`src/rtl/tl_pkg.sv`:
```
// Shared types and constants for the two-road traffic light controller.
package tl_pkg;

    // Phase encoding; the numeric values are visible on the debug phase output.
    typedef enum logic [2:0] {
        NS_GREEN  = 3'd0,
        NS_YELLOW = 3'd1,
        ALL_RED_A = 3'd2,
        EW_GREEN  = 3'd3,
        EW_YELLOW = 3'd4,
        ALL_RED_B = 3'd5
    } phase_t;

    // Lamp encoding {red, yellow, green}, one-hot.
    localparam logic [2:0] LAMP_RED = 3'b100;
    localparam logic [2:0] LAMP_YEL = 3'b010;
    localparam logic [2:0] LAMP_GRN = 3'b001;

    // Shared phase timer width and its saturation value.
    localparam int         TIMER_W   = 6;
    localparam logic [5:0] TIMER_MAX = 6'd63;

endpackage

```
`src/rtl/phase_timer.sv`:
```
// Cycles-in-phase counter: clears synchronously, otherwise counts up and
// holds at its maximum so a long idle phase never wraps back to a small value.
module phase_timer
    import tl_pkg::*;
(
    input  logic               clk,
    input  logic               clear,
    output logic [TIMER_W-1:0] count
);

    // Count up each cycle, saturating at TIMER_MAX; clear has priority.
    always_ff @(posedge clk) begin
        if (clear) begin
            count <= '0;
        end else if (count != TIMER_MAX) begin
            count <= count + 1'b1;
        end
    end

endmodule

```
`src/rtl/traffic_light_controller.sv`:
```
// Six-phase Moore sequencer for a main road (NS) and a side road (EW) with a
// side-road car sensor and a latched pedestrian request.
module traffic_light_controller
    import tl_pkg::*;
#(
    parameter int NS_MIN   = 8,
    parameter int YELLOW_T = 3,
    parameter int ALLRED_T = 2,
    parameter int EW_MIN   = 4,
    parameter int EW_MAX   = 10,
    parameter int WALK_T   = 6
) (
    input  logic       clk,
    input  logic       reset,
    input  logic       ew_car,
    input  logic       ped_req,
    output logic [2:0] ns_light,
    output logic [2:0] ew_light,
    output logic       walk,
    output logic [2:0] phase
);

    // Timer values on the last cycle of each timed window (t counts from 0).
    localparam logic [TIMER_W-1:0] NS_LAST     = TIMER_W'(NS_MIN - 1);
    localparam logic [TIMER_W-1:0] YEL_LAST    = TIMER_W'(YELLOW_T - 1);
    localparam logic [TIMER_W-1:0] ALLRED_LAST = TIMER_W'(ALLRED_T - 1);
    localparam logic [TIMER_W-1:0] EW_MIN_LAST = TIMER_W'(EW_MIN - 1);
    localparam logic [TIMER_W-1:0] EW_MAX_LAST = TIMER_W'(EW_MAX - 1);
    localparam logic [TIMER_W-1:0] WALK_LAST   = TIMER_W'(WALK_T - 1);

    phase_t               state_q;
    phase_t               state_d;
    logic [TIMER_W-1:0]   timer_q;
    logic                 phase_change;
    logic                 enter_ew;
    logic                 leave_ew;
    logic                 ped_pending;
    logic                 walk_active;

    // The timer restarts on every phase change so t is always "cycles in this phase".
    phase_timer u_timer (
        .clk   (clk),
        .clear (reset | phase_change),
        .count (timer_q)
    );

    // Next-phase logic: each phase advances only to its fixed successor.
    always_comb begin
        state_d = state_q;
        case (state_q)
            NS_GREEN: begin
                if (timer_q >= NS_LAST && (ew_car || ped_pending))
                    state_d = NS_YELLOW;
            end
            NS_YELLOW: begin
                if (timer_q == YEL_LAST) state_d = ALL_RED_A;
            end
            ALL_RED_A: begin
                if (timer_q == ALLRED_LAST) state_d = EW_GREEN;
            end
            EW_GREEN: begin
                // Hard cap at EW_MAX; otherwise leave early once the side road
                // is empty and any granted walk has had its minimum time.
                if (timer_q == EW_MAX_LAST ||
                    (timer_q >= EW_MIN_LAST && !ew_car &&
                     (!walk_active || timer_q >= WALK_LAST)))
                    state_d = EW_YELLOW;
            end
            EW_YELLOW: begin
                if (timer_q == YEL_LAST) state_d = ALL_RED_B;
            end
            ALL_RED_B: begin
                if (timer_q == ALLRED_LAST) state_d = NS_GREEN;
            end
            default: state_d = NS_GREEN;
        endcase
    end

    assign phase_change = (state_d != state_q);
    assign enter_ew     = (state_q == ALL_RED_A) && (state_d == EW_GREEN);
    assign leave_ew     = (state_q == EW_GREEN)  && (state_d != EW_GREEN);

    // Phase register.
    always_ff @(posedge clk) begin
        if (reset) begin
            state_q <= NS_GREEN;
        end else begin
            state_q <= state_d;
        end
    end

    // Pedestrian latch and walk grant; a press on the EW entry edge is
    // absorbed by that green rather than queued for the next one.
    always_ff @(posedge clk) begin
        if (reset) begin
            ped_pending <= 1'b0;
            walk_active <= 1'b0;
        end else if (enter_ew) begin
            ped_pending <= 1'b0;
            walk_active <= ped_pending;
        end else begin
            if (ped_req) ped_pending <= 1'b1;
            if (leave_ew) walk_active <= 1'b0;
        end
    end

    // Lamp decode straight from the phase register (Moore outputs).
    always_comb begin
        ns_light = LAMP_RED;
        ew_light = LAMP_RED;
        case (state_q)
            NS_GREEN:  ns_light = LAMP_GRN;
            NS_YELLOW: ns_light = LAMP_YEL;
            EW_GREEN:  ew_light = LAMP_GRN;
            EW_YELLOW: ew_light = LAMP_YEL;
            default: begin
                ns_light = LAMP_RED;
                ew_light = LAMP_RED;
            end
        endcase
    end

    assign walk  = walk_active;
    assign phase = state_q;

endmodule

```
`config.mk`:
```
export PLATFORM = sky130hd
export DESIGN_NAME = traffic_light_controller
export DESIGN_NICKNAME = d
export VERILOG_FILES = /design/src/rtl/tl_pkg.sv /design/src/rtl/phase_timer.sv /design/src/rtl/traffic_light_controller.sv
export SDC_FILE = /design/constraint.sdc
export NUM_CORES = 1
export LEC_CHECK = 0
export CAP_MARGIN = 20
export CELL_PAD_IN_SITES_DETAIL_PLACEMENT = 1
export CELL_PAD_IN_SITES_GLOBAL_PLACEMENT = 1
export CORE_MARGIN = 10
export CORE_UTILIZATION = 40
export DETAILED_ROUTE_END_ITERATION = 10
export MAX_ROUTING_LAYER = met4
export PLACE_DENSITY = 0.91
export SETUP_SLACK_MARGIN = 0.5
export SLEW_MARGIN = 20
export SYNTH_ARGS = -nofsm -noshare
export SYNTH_HDL_FRONTEND = slang
export SYNTH_SLANG_ARGS = --single-unit
```
`constraint.sdc`:
```
create_clock -name clk -period 4.7 [get_ports clk]
set_clock_uncertainty 0.05 [all_clocks]
set_input_delay 0.47 -clock clk [delete_from_list [all_inputs] [get_ports clk]]
set_output_delay 0.47 -clock clk [all_outputs]
set_load 0.05 [all_outputs]
```
==> summary.txt, run 1 <==
Run status
  • Outcome: finished clean

Worst setup path
  • Worst EP arrival: 2350 ps
  • Crit. End Element: primary output
  • Crit-path max FO: 9
  • Critical path class: reg -> out
  • Reg2reg start: u_timer.count[1]
  • CP cell instances: inv_1, nor3_1, clkdlybuf4s50_1
  • Crit path largest cell delay: 910 ps
  • Critical Path Slowest Stage Cell: clkdlybuf4s50_1
  • Worst Setup SP: phase[0]
  • CP Data Required Time: 4180 ps
  • CP Launch Type: register

Floorplanning
  • Chip width: 63.5 um
  • Standard-cell row count: 15
  • Die area: 4030 um2
  • Initial Utilization: 42.8%
  • Core area: 1760 um2
  • Die height: 63.5 um
  • I/O Pins: 14

Logic synthesis
  • Syn avg cell area: 8.40 um2
  • Synth Cell Area: 756 um2
  • YS warnings: 0
  • Synth Instances: 90
  • Async SR Flop Fraction: 0%
  • Syn Nets: 99
  • Seq/Total Area, Yosys: 29.1%
  • Flops & latches, synth: 11
  • Number of synthesized flops with an enable pin: 0
  • Post-synth top flop: dfxtp_1
  • Post-synth cell types: 39

Place
  • Port buffer count: 13
  • RePlAce Congestion: 0.771
  • Post-DP HPWL: 1550 um

Power and ir drop
  • Leakage: 0.000320 uW
  • Power per Cell Area: 254 nW/um2
  • Peak VDD IR: 0.000164 V
  • Pwr Total: 230 uW

Clocking
  • Clk root buf: clkbuf_4
  • Cts-stage hold buffer count: 0
  • Setup bufs post-CTS: 0
  • CTS sink count: 11
  • Htree depth: 1
  • Clk buf depth: 2
  • Cts bufs inserted: 3
  • Clock latency on the worst-skew pair: 280 ps
  • CTS tree: done
  • Post-CTS sizing: 0
  • Clk slew on worst S/H paths: 80 ps

Routing
  • Average routed wire per standard cell: 16.0 um
  • Post-route DRC: 0
  • Via count: 719
  • Drt first pass iters: 4
  • DRT antenna net count: 0
  • Via/cell ratio: 5.66
  • Initial DRC Count: 15
  • Detailed Route WL: 2030 um

Flow run
  • Max_cap viols: 0

Timing
  • Slew HR: 64.3%
  • Setup TNS: 0 ps
  • Fmax: 349 MHz
  • Final Hold Fails: 0
  • Crit path time final: 2870 ps
  • Final period util: 61.0%
  • # setup viols final: 0
  • Unrepaired setup endpoints after global routing: no
  • Worst Tran Pin Value: 531 ps
  • Final Max Slew Viols: 0

Global route
  • Met3 usage: 3.18%
  • Total gr overflow: 0
  • Met2 usage: 14.8%
  • Initial antenna violation count: 0
  • Gr usage total: 10.3%
  • Met1 GRT Util: 12.0%
  • Global-route wire length before repair: 3290 um
  • Vias in the first global route: 681
  • Largest net degree at the start of global routing: 11
  • Most Crowded Layer GR: met2

Layout
  • Area Growth Syn to Fin: 20.2%
  • Util after Layout: 51.5%
  • Fin nets: 112
  • Multi-input gate area: 482 um2
  • ANT cells: 0
  • Share of cells above drive strength 1: 10.8%
  • FILL cells: 227
  • Register area: 220 um2

Worst hold path
  • Hold_sp: ped_pending
  • Hold WC Path Type: reg -> reg
==> per-stage QoR <==
stage / setup slack (ps) / hold WS, ps / instances / area, um2
after detailed placement: 2190 / 478 / 123 / 882
after floorplan: 1320 / 431 / 90 / 756
after global routing: 1770 / 539 / 127 / 908
final: 1830 / 477 / 127 / 908
after global placement: 2160 / 454 / 123 / 882
after CTS: 1880 / 489 / 127 / 908
==> where the power goes <==
part	switching, uW	total [uW]	internal, uW
Clock	36.6	69.6	33.0
Sequential	9.36	108	98.5
Combinational	30.8	53.0	22.2
Total	76.7	230	154
==> flip-flops by register name, summed over array words and instances, names as in the netlist <==
name	count
ped_pending	1
phase	3
walk	1
u_timer.count	6
==> cell usage after synthesis (2+ instances only) <==
cell type | n | area [um2]
a21oi_1 | 7 | 35.0
inv_1 | 5 | 18.8
nand3_1 | 4 | 20.0
nand3b_1 | 2 | 15.0
xnor2_1 | 2 | 17.5
buf_6 | 2 | 22.5
o21ai_0 | 3 | 15.0
nor4_1 | 2 | 12.5
a22oi_1 | 2 | 15.0
nor2b_1 | 2 | 12.5
a31oi_1 | 3 | 18.8
dfxtp_1 | 11 | 220
clkbuf_1 | 2 | 7.51
nand2_1 | 2 | 7.51
nor2_1 | 9 | 33.8
nor3_1 | 5 | 25.0
ha_1 | 5 | 62.6
==> area by class of cell <==
class / count / share of cell area [%]
repair buffers: 13 / 14.3
multi-input cells: 69 / 53.0
inverters: 5 / 2.07
well taps: 25 / 3.44
clock buffers: 4 / 2.89
flip-flops and latches: 11 / 24.2
==> cells by family after synthesis <==
group                    Yosys count  synth area share (%)
AND/OR/NAND/NOR                   36                  28.5
AO/OA/AOI/OAI                     24                  22.2
flip-flops                        11                  29.1
buffers and inverters             10                  7.12
adder cells (fa/ha/maj)            5                  8.28
XOR/XNOR                           3                  3.48
multiplexers                       1                  1.32
==> layer usage <==
layer	part of all wire, %	wire length, um
met1	48	977
met2	45	915
met3	4.3	88
met5	0	0
met4	2.5	51
==> critical path: cells and delay by family (launching register included) <==
family	cells	cell delay (ps)
DFF	1	500
and+or+nand+nor	1	450
buffers and inverters	2	1110
==> path summary, 6_finish.rpt <==
path	end	slack [ps]	depth (start not counted)
setup / recovery	ew_light[0]	1830	3
hold / removal	ped_pending	480	2
setup reg to reg	u_timer.count[4]	2360	7
hold reg to reg	ped_pending	480	2
==> cell usage in the layout, fill, tap and decap left out <==
cell type / n
xor2_1: 1
or2_2: 1
a2111oi_0: 1
nor3b_1: 1
clkbuf_4: 3
o21ai_0: 3
nor2_1: 9
a311oi_1: 1
nand3_1: 4
a22oi_1: 2
o21ai_2: 1
nor3_1: 5
mux2i_1: 1
dfxtp_1: 11
clkdlybuf4s50_1: 13
nand2_1: 2
clkbuf_1: 1
o21bai_1: 1
and3_1: 1
nand4_1: 1
ha_1: 5
or2b_1: 1
a221oi_2: 1
nor2b_1: 2
a21o_1: 1
nor3_2: 1
a211oi_1: 1
and3_2: 1
xnor2_1: 2
inv_1: 5
or4b_1: 1
nor4_4: 1
nand3b_1: 2
a211o_1: 1
a21oi_1: 7
a31oi_1: 3
nand2_2: 1
nor4_1: 2
a32o_2: 1
No activity file was read; power rests on OpenSTA's default activity.
==> run 2: changes to the inputs <==
--- a/config.mk
+++ b/config.mk
@@ -9,10 +9,10 @@
 export CELL_PAD_IN_SITES_DETAIL_PLACEMENT = 1
 export CELL_PAD_IN_SITES_GLOBAL_PLACEMENT = 1
 export CORE_MARGIN = 10
-export CORE_UTILIZATION = 40
+export CORE_UTILIZATION = 37
 export DETAILED_ROUTE_END_ITERATION = 10
 export MAX_ROUTING_LAYER = met4
-export PLACE_DENSITY = 0.91
+export PLACE_DENSITY = 0.86
 export SETUP_SLACK_MARGIN = 0.5
 export SLEW_MARGIN = 20
 export SYNTH_ARGS = -nofsm -noshare
==> constraint.sdc (replaced) <==
create_clock -name clk -period 2.65 [get_ports clk]
set_clock_uncertainty 0.05 [all_clocks]
set_input_delay 0.265 -clock clk [delete_from_list [all_inputs] [get_ports clk]]
set_output_delay 0.265 -clock clk [all_outputs]
set_load 0.05 [all_outputs]
==> run 2 against run 1 <==
Clock power rose by 75%. Total power rose by 82%. Cell count rose by 3.1%. Die area rose by 5.5%. Highest routed layer unchanged. Critical path depth did not move. Wire length rose by 12%. Sequential cell count did not move.
==> summary.txt, run 2 (synthesis results as in run 1) <==
Run status
  • Outcome: finished clean

Clocking
  • CTS tree: done
  • Clock latency on the worst-skew pair: 280 ps (about the same)
  • Clk slew on worst S/H paths: 70 ps (about the same)
  • Cts bufs inserted: 3 (unchanged)
  • Clk buf depth: 2 (unchanged)
  • CTS sink count: 11 (unchanged)
  • Clk root buf: clkbuf_4
  • Htree depth: 1 (unchanged)
  • Cts-stage hold buffer count: 0 (unchanged)

Worst setup path
  • Crit. End Element: primary output
  • CP Data Required Time: 2340 ps (-1840 ps)
  • Critical path class: reg -> out
  • CP cell instances: inv_1, nor3_4, dlygate4sd2_1
  • Top delay family on crit path: buffers and inverters
  • Reg2reg start: u_timer.count[1]
  • R2r worst-path depth: 7 (unchanged)
  • Buf/Inv on CP: 2 (unchanged)
  • Reg2reg end: u_timer.count[4]
  • Critical Path Slowest Stage Cell: dlygate4sd2_1
  • R2R Setup Slk: 580 ps (-1780 ps)
  • Crit path largest cell delay: 570 ps (-340 ps)
  • CP Launch Type: register
  • Crit-path max FO: 9 (unchanged)
  • Worst EP arrival: 1780 ps (-570 ps)

Routing
  • Post-route DRC: 0 (unchanged)
  • Via count: 753 (+4.7%)
  • Initial DRC Count: 19 (+4)
  • Detailed Route WL: 2270 um (+12%)
  • DRT antenna net count: 0 (unchanged)
  • Average routed wire per standard cell: 17.4 um (+8.5%)
  • Drt first pass iters: 4 (unchanged)
  • Via/cell ratio: 5.75 (+1.5%)

Timing
  • Final period util: 79.1%
  • Hold_ws: 475 ps (-1.35 ps)
  • # setup viols final: 0 (unchanged)
  • Fmax: 477 MHz
  • Worst Tran Pin Value: 519 ps (-11.9 ps)
  • Final Hold Fails: 0 (unchanged)
  • Slew HR: 64.5% (+0.17 points)
  • Unrepaired setup endpoints after global routing: no
  • Final Max Slew Viols: 0 (unchanged)
  • Setup TNS: 0 ps (unchanged)
  • Crit path time final: 2100 ps

Layout
  • Fin nets: 114 (+1.8%)
  • Post-layout instance area: 981 um2 (+8.0%)
  • FILL cells: 229 (+0.88%)
  • Area Growth Syn to Fin: 29.8%
  • Largest register FFs: 6 (unchanged)
  • Share of cells above drive strength 1: 25.0% (+14 points)
  • Multi-input gate area: 534 um2 (+11%)
  • Commonest non-fill, non-tap cell in the layout: nor2_1
  • Final non-filler cell total: 131 (+3.1%)
  • ANT cells: 0 (unchanged)
  • Most frequent cells in the layout: 9 x nor2_1, 8 x clkdlybuf4s50_1, 7 x a21oi_1, 6 x dfxtp_1, 5 x dlygate4sd2_1
  • Largest register by flop count: u_timer.count
  • Register area: 229 um2 (+4.0%)

Power and ir drop
  • Net Sw Frac: 33.5% (+0.16 points)
  • Combinational share of power: 24.2% (+1.2 points)
  • Internal Power: 279 uW (+82%)
  • Seq pwr share: 46.7% (about the same)
  • NetSw: 140 uW (+83%)
  • Leakage: 0.000348 uW (+8.6%)
  • Power per Cell Area: 428 nW/um2 (+69%)
  • Peak VDD IR: 0.000277 V (+69%)
  • Clk pwr share: 29.1% (-1.1 points)

Floorplanning
  • Standard-cell row count: 16 (+1)
  • Chip width: 65.2 um (+2.7%)
  • Initial Utilization: 38.9% (-3.9 points)
  • Core area: 1940 um2 (+10%)
  • Die height: 65.2 um (+2.7%)
  • Die area: 4250 um2 (+5.5%)
  • I/O Pins: 14 (unchanged)

Place
  • Placed insts: 125 (+1.6%)
  • RePlAce Congestion: 0.795 (+3.2%)
  • Port buffer count: 13 (unchanged)
  • Post-DP HPWL: 1670 um (+7.7%)
  • Placed cell areas: 911 um2 (+3.3%)

Worst hold path
  • Hold WC Path Type: reg -> reg
  • Hold-critical path depth: 2 (unchanged)
  • Worst hold endpoint: ped_pending
  • Hold_sp: ped_pending

Global route
  • Initial antenna violation count: 0 (unchanged)
  • Total gr overflow: 0 (unchanged)
  • Vias in the first global route: 721 (+5.9%)
  • Largest net degree at the start of global routing: 11 (unchanged)
  • Global-route wire length before repair: 3450 um (+4.8%)
  • Gr usage total: 10.4% (+0.14 points)

Flow run
  • Max_cap viols: 0 (unchanged)
[run 2: cell types whose count changed in the layout (fill, tap and decap cells not counted), sizes merged]
cell,previous run,this run
clkdlybuf4s50,13,8
dlygate4sd2,0,5
buf,0,2
[run 2: layout make-up]
type | count | area share [%]
Timing Repair Buffer | 15 | 14.2
Clock buffer | 4 | 2.68
Multi-Input combinational cell | 69 | 54.5
Sequential cell | 11 | 23.3
Inverter | 5 | 1.91
Tap cell | 27 | 3.44
[run 2: worst register-to-register path, stage by stage (launching register included)]
cell	delay, ps
dfxtp_4	370
inv_2	60
ha_4	170
nand3b_1	170
a32o_2	250
o21ai_2	140
or4b_4	520
a221oi_2	250
[run 2: worst max path at each step]
stage | startpoint | endpoint | slack [ps] | cells after the start
2_1_floorplan | phase[2] | u_timer.count[2] | 520 | 6
3_3_place_gp | u_timer.count[1] | u_timer.count[4] | 450 | 7
3_5_place_dp | u_timer.count[1] | u_timer.count[4] | 380 | 7
4_1_cts | u_timer.count[2] | u_timer.count[4] | 500 | 5
5_1_grt | u_timer.count[1] | u_timer.count[4] | 460 | 7
6_report | phase[0] | ew_light[0] | 550 | 3
[run 2: routing by layer]
layer	global-route usage [%]	up-vias	part of all wire, %
li1	-	357	-
met1	12.4	358	45
met2	15.1	26	46
met3	2.20	12	5.3
met4	7.75	0	4.1
met5	-	-	0
[run 2: power by group through the flow]
stage | sequential, uW | clock (uW) | combinational, uW
global placement | 195 | 0 | 88.6
floorplan | 189 | 0 | 73.5
CTS | 193 | 122 | 94.1
finish | 196 | 122 | 102
global route | 198 | 129 | 111
detailed placement | 196 | 0 | 92.6
[run 2: metrics by stage]
stage | power, uW | setup slack (ps) | utilization, %
after floorplan | 262 | 516 | -
after global placement | 283 | 449 | 46.9
after detailed placement | 288 | 380 | 46.9
after CTS | 409 | 504 | 48.3
after global routing | 439 | 464 | 50.5
final | 420 | 555 | 50.5
[run 2: repair_timing]
action	in CTS	in global routing
buffers inserted	0	2
resized for setup	8	7
setup endpoints to repair	11	6
pin swaps	0	5
==> run 3: changes to the inputs <==
==> constraint.sdc (replaced) <==
create_clock -name clk -period 2.1 [get_ports clk]
set_clock_uncertainty 0.05 [all_clocks]
set_input_delay 0.21 -clock clk [delete_from_list [all_inputs] [get_ports clk]]
set_output_delay 0.21 -clock clk [all_outputs]
set_load 0.05 [all_outputs]
==> run 3 against run 2 <==
Worst setup slack got worse by 530 ps. Highest routed layer unchanged. Critical path type is now reg -> reg. Critical endpoint is now u_timer.count[4]. Via count grew 14%. Clock-buffer cell count did not move. Largest power group unchanged.
==> summary.txt, run 3 (synthesis results as in run 1) <==
Worst hold path
  • Hold WC Path Type: in -> reg
  • Worst hold endpoint: ped_pending
  • Hold-critical path depth: 3 (+1)
  • Hold_sp: ped_req

Place
  • Placed cell areas: 998 um2 (+9.6%)
  • RePlAce Congestion: 0.831 (+4.4%)
  • Post-DP HPWL: 1650 um (-0.94%)
  • Port buffer count: 13 (unchanged)

Global route
  • Gr usage total: 13.3% (+2.8 points)
  • Met3 usage: 2.88% (+0.68 points)
  • Initial antenna violation count: 0 (unchanged)
  • Met1 GRT Util: 15.3% (+2.9 points)
  • Largest net degree at the start of global routing: 11 (unchanged)
  • Most Crowded Layer GR: met2
  • Vias in the first global route: 895 (+24%)
  • Met2 usage: 22.8% (+7.7 points)
  • Total gr overflow: 0 (unchanged)
  • Global-route wire length before repair: 4480 um (+30%)

Clocking
  • Clk buf depth: 2 (unchanged)
  • Clk slew on worst S/H paths: 80 ps (about the same)
  • Htree depth: 1 (unchanged)
  • CTS tree: done
  • Clk root buf: clkbuf_4
  • Cts bufs inserted: 3 (unchanged)
  • Clock latency on the worst-skew pair: 280 ps (about the same)
  • CTS sink count: 11 (unchanged)

Layout
  • Area Growth Syn to Fin: 64.6%
  • Commonest non-fill, non-tap cell in the layout: buf_4
  • Largest register by flop count: u_timer.count
  • Post-layout instance area: 1240 um2 (+27%)
  • ANT cells: 0 (unchanged)
  • Share of cells above drive strength 1: 52.8% (+28 points)
  • Fin nets: 135 (+18%)
  • Largest register FFs: 6 (unchanged)
  • Most frequent cells in the layout: 22 x buf_4, 7 x nor2_1, 6 x a21oi_1, 5 x buf_6
  • FILL cells: 226 (-1.3%)

Power and ir drop
  • Pwr Total: 608 uW (+45%)
  • Leakage: 0.000487 uW (+40%)
  • Peak VDD IR: 0.000501 V (+81%)
  • Power per Cell Area: 489 nW/um2 (+14%)

Floorplanning
  • Initial Utilization: 38.9% (unchanged)
  • Standard-cell row count: 16 (unchanged)
  • Core area: 1940 um2 (unchanged)
  • I/O Pins: 14 (unchanged)
  • Die area: 4250 um2 (unchanged)
  • Die height: 65.2 um (unchanged)
  • Chip width: 65.2 um (unchanged)

Worst setup path
  • CP cell instances: inv_4, ha_4, nand3b_1, a32o_2, o21ai_2, or4b_4, a221oi_2
  • CP Launch Type: register
  • Crit. End Element: register
  • R2R Setup Slk: 30 ps (-550 ps)
  • Top delay family on crit path: simple AND/OR/NAND/NOR gates
  • Buf/Inv on CP: 1 (-1)
  • Crit-path max FO: 6 (-3)
  • Reg2reg end: u_timer.count[4]
  • CP Data Required Time: 2240 ps (-100 ps)
  • Reg2reg start: u_timer.count[1]
  • R2r worst-path depth: 7 (unchanged)
  • Crit path largest cell delay: 540 ps (-30 ps)
  • Critical Path Slowest Stage Cell: or4b_4
  • Critical path class: reg -> reg
  • Worst EP arrival: 2220 ps (+440 ps)

Routing
  • DRT antenna net count: 0 (unchanged)
  • Initial DRC Count: 41 (+22)
  • Drt first pass iters: 4 (unchanged)
  • Detailed Route WL: 2930 um (+29%)
  • Average routed wire per standard cell: 19.3 um (+11%)
  • Via/cell ratio: 5.63 (-2.0%)
  • Post-route DRC: 0 (unchanged)
  • Via count: 856 (+14%)

Run status
  • Outcome: finished clean

Timing
  • Unrepaired setup endpoints after global routing: yes
  • Worst Tran Pin Value: 494 ps (-24.8 ps)
  • Final Max Slew Viols: 0 (unchanged)
  • Slew HR: 67.2% (+2.7 points)
  • Fmax: 482 MHz
  • Final period util: 98.8%
  • Crit path time final: 2070 ps
  • Final Hold Fails: 0 (unchanged)
  • # setup viols final: 0 (unchanged)

Flow run
  • Max_cap viols: 0 (unchanged)
run 3: per-layer routing:
metal | share of wire (%) | vias up
met4 | 1.3 | 0
met3 | 6.4 | 5
li1 | - | 401
met5 | 0 | -
met1 | 40 | 406
met2 | 52 | 44
run 3: layout make-up:
| class | count | area, um2 | share of cell area, % |
|---|---|---|---|
| Timing Repair Buffer | 36 | 297 | 23.8 |
| Clock buffer | 4 | 26.3 | 2.11 |
| Multi-Input combinational cell | 69 | 622 | 50.0 |
| Tap cell | 27 | 33.8 | 2.72 |
| Sequential cell | 11 | 240 | 19.3 |
| Inverter | 5 | 25.0 | 2.01 |
run 3: what timing repair did:
item,CTS,global route
hold endpoints to repair,0,0
pin swaps,6,5
hold buffers,0,0
buffers inserted,11,4
resized for setup,20,23
setup endpoints to repair,17,14
run 3: worst reg2reg max path, stage by stage (launching register included):
cell and delay (ps):
dfxtp_4 380, inv_4 50, ha_4 150, nand3b_1 150
a32o_2 240, o21ai_2 160, or4b_4 540, a221oi_2 270
run 3: worst max-delay path by stage:
stage,from,end,slack [ps],cells after the start
floorplan,u_timer.count[1],u_timer.count[4],70,8
global placement,ew_car,u_timer.count[4],10,6
detailed placement,ew_car,u_timer.count[4],-50,6
CTS,u_timer.count[1],u_timer.count[4],100,7
global route,u_timer.count[0],u_timer.count[4],-50,7
finish,u_timer.count[1],u_timer.count[4],30,7
run 3: power breakdown:
part           switching (uW)  leakage, uW  internal (uW)
Sequential               24.1    0.0000944            221
Clock                    82.8    0.0000150           73.9
Combinational             101     0.000378            104
Total                     208     0.000487            399
run 3: per-stage QoR:
step	worst slack (ps)	setup TNS (ps)	hold WS (ps)	instances	utilization [%]
2_1_floorplan	74.2	0	219	90	-
3_3_place_gp	14.1	0	450	133	51.4
3_5_place_dp	-50.1	-65.5	458	133	51.4
4_1_cts	96.8	0	474	148	59.0
5_1_grt	-50.9	-91.8	492	152	64.0
6_report	25.4	0	478	152	64.0
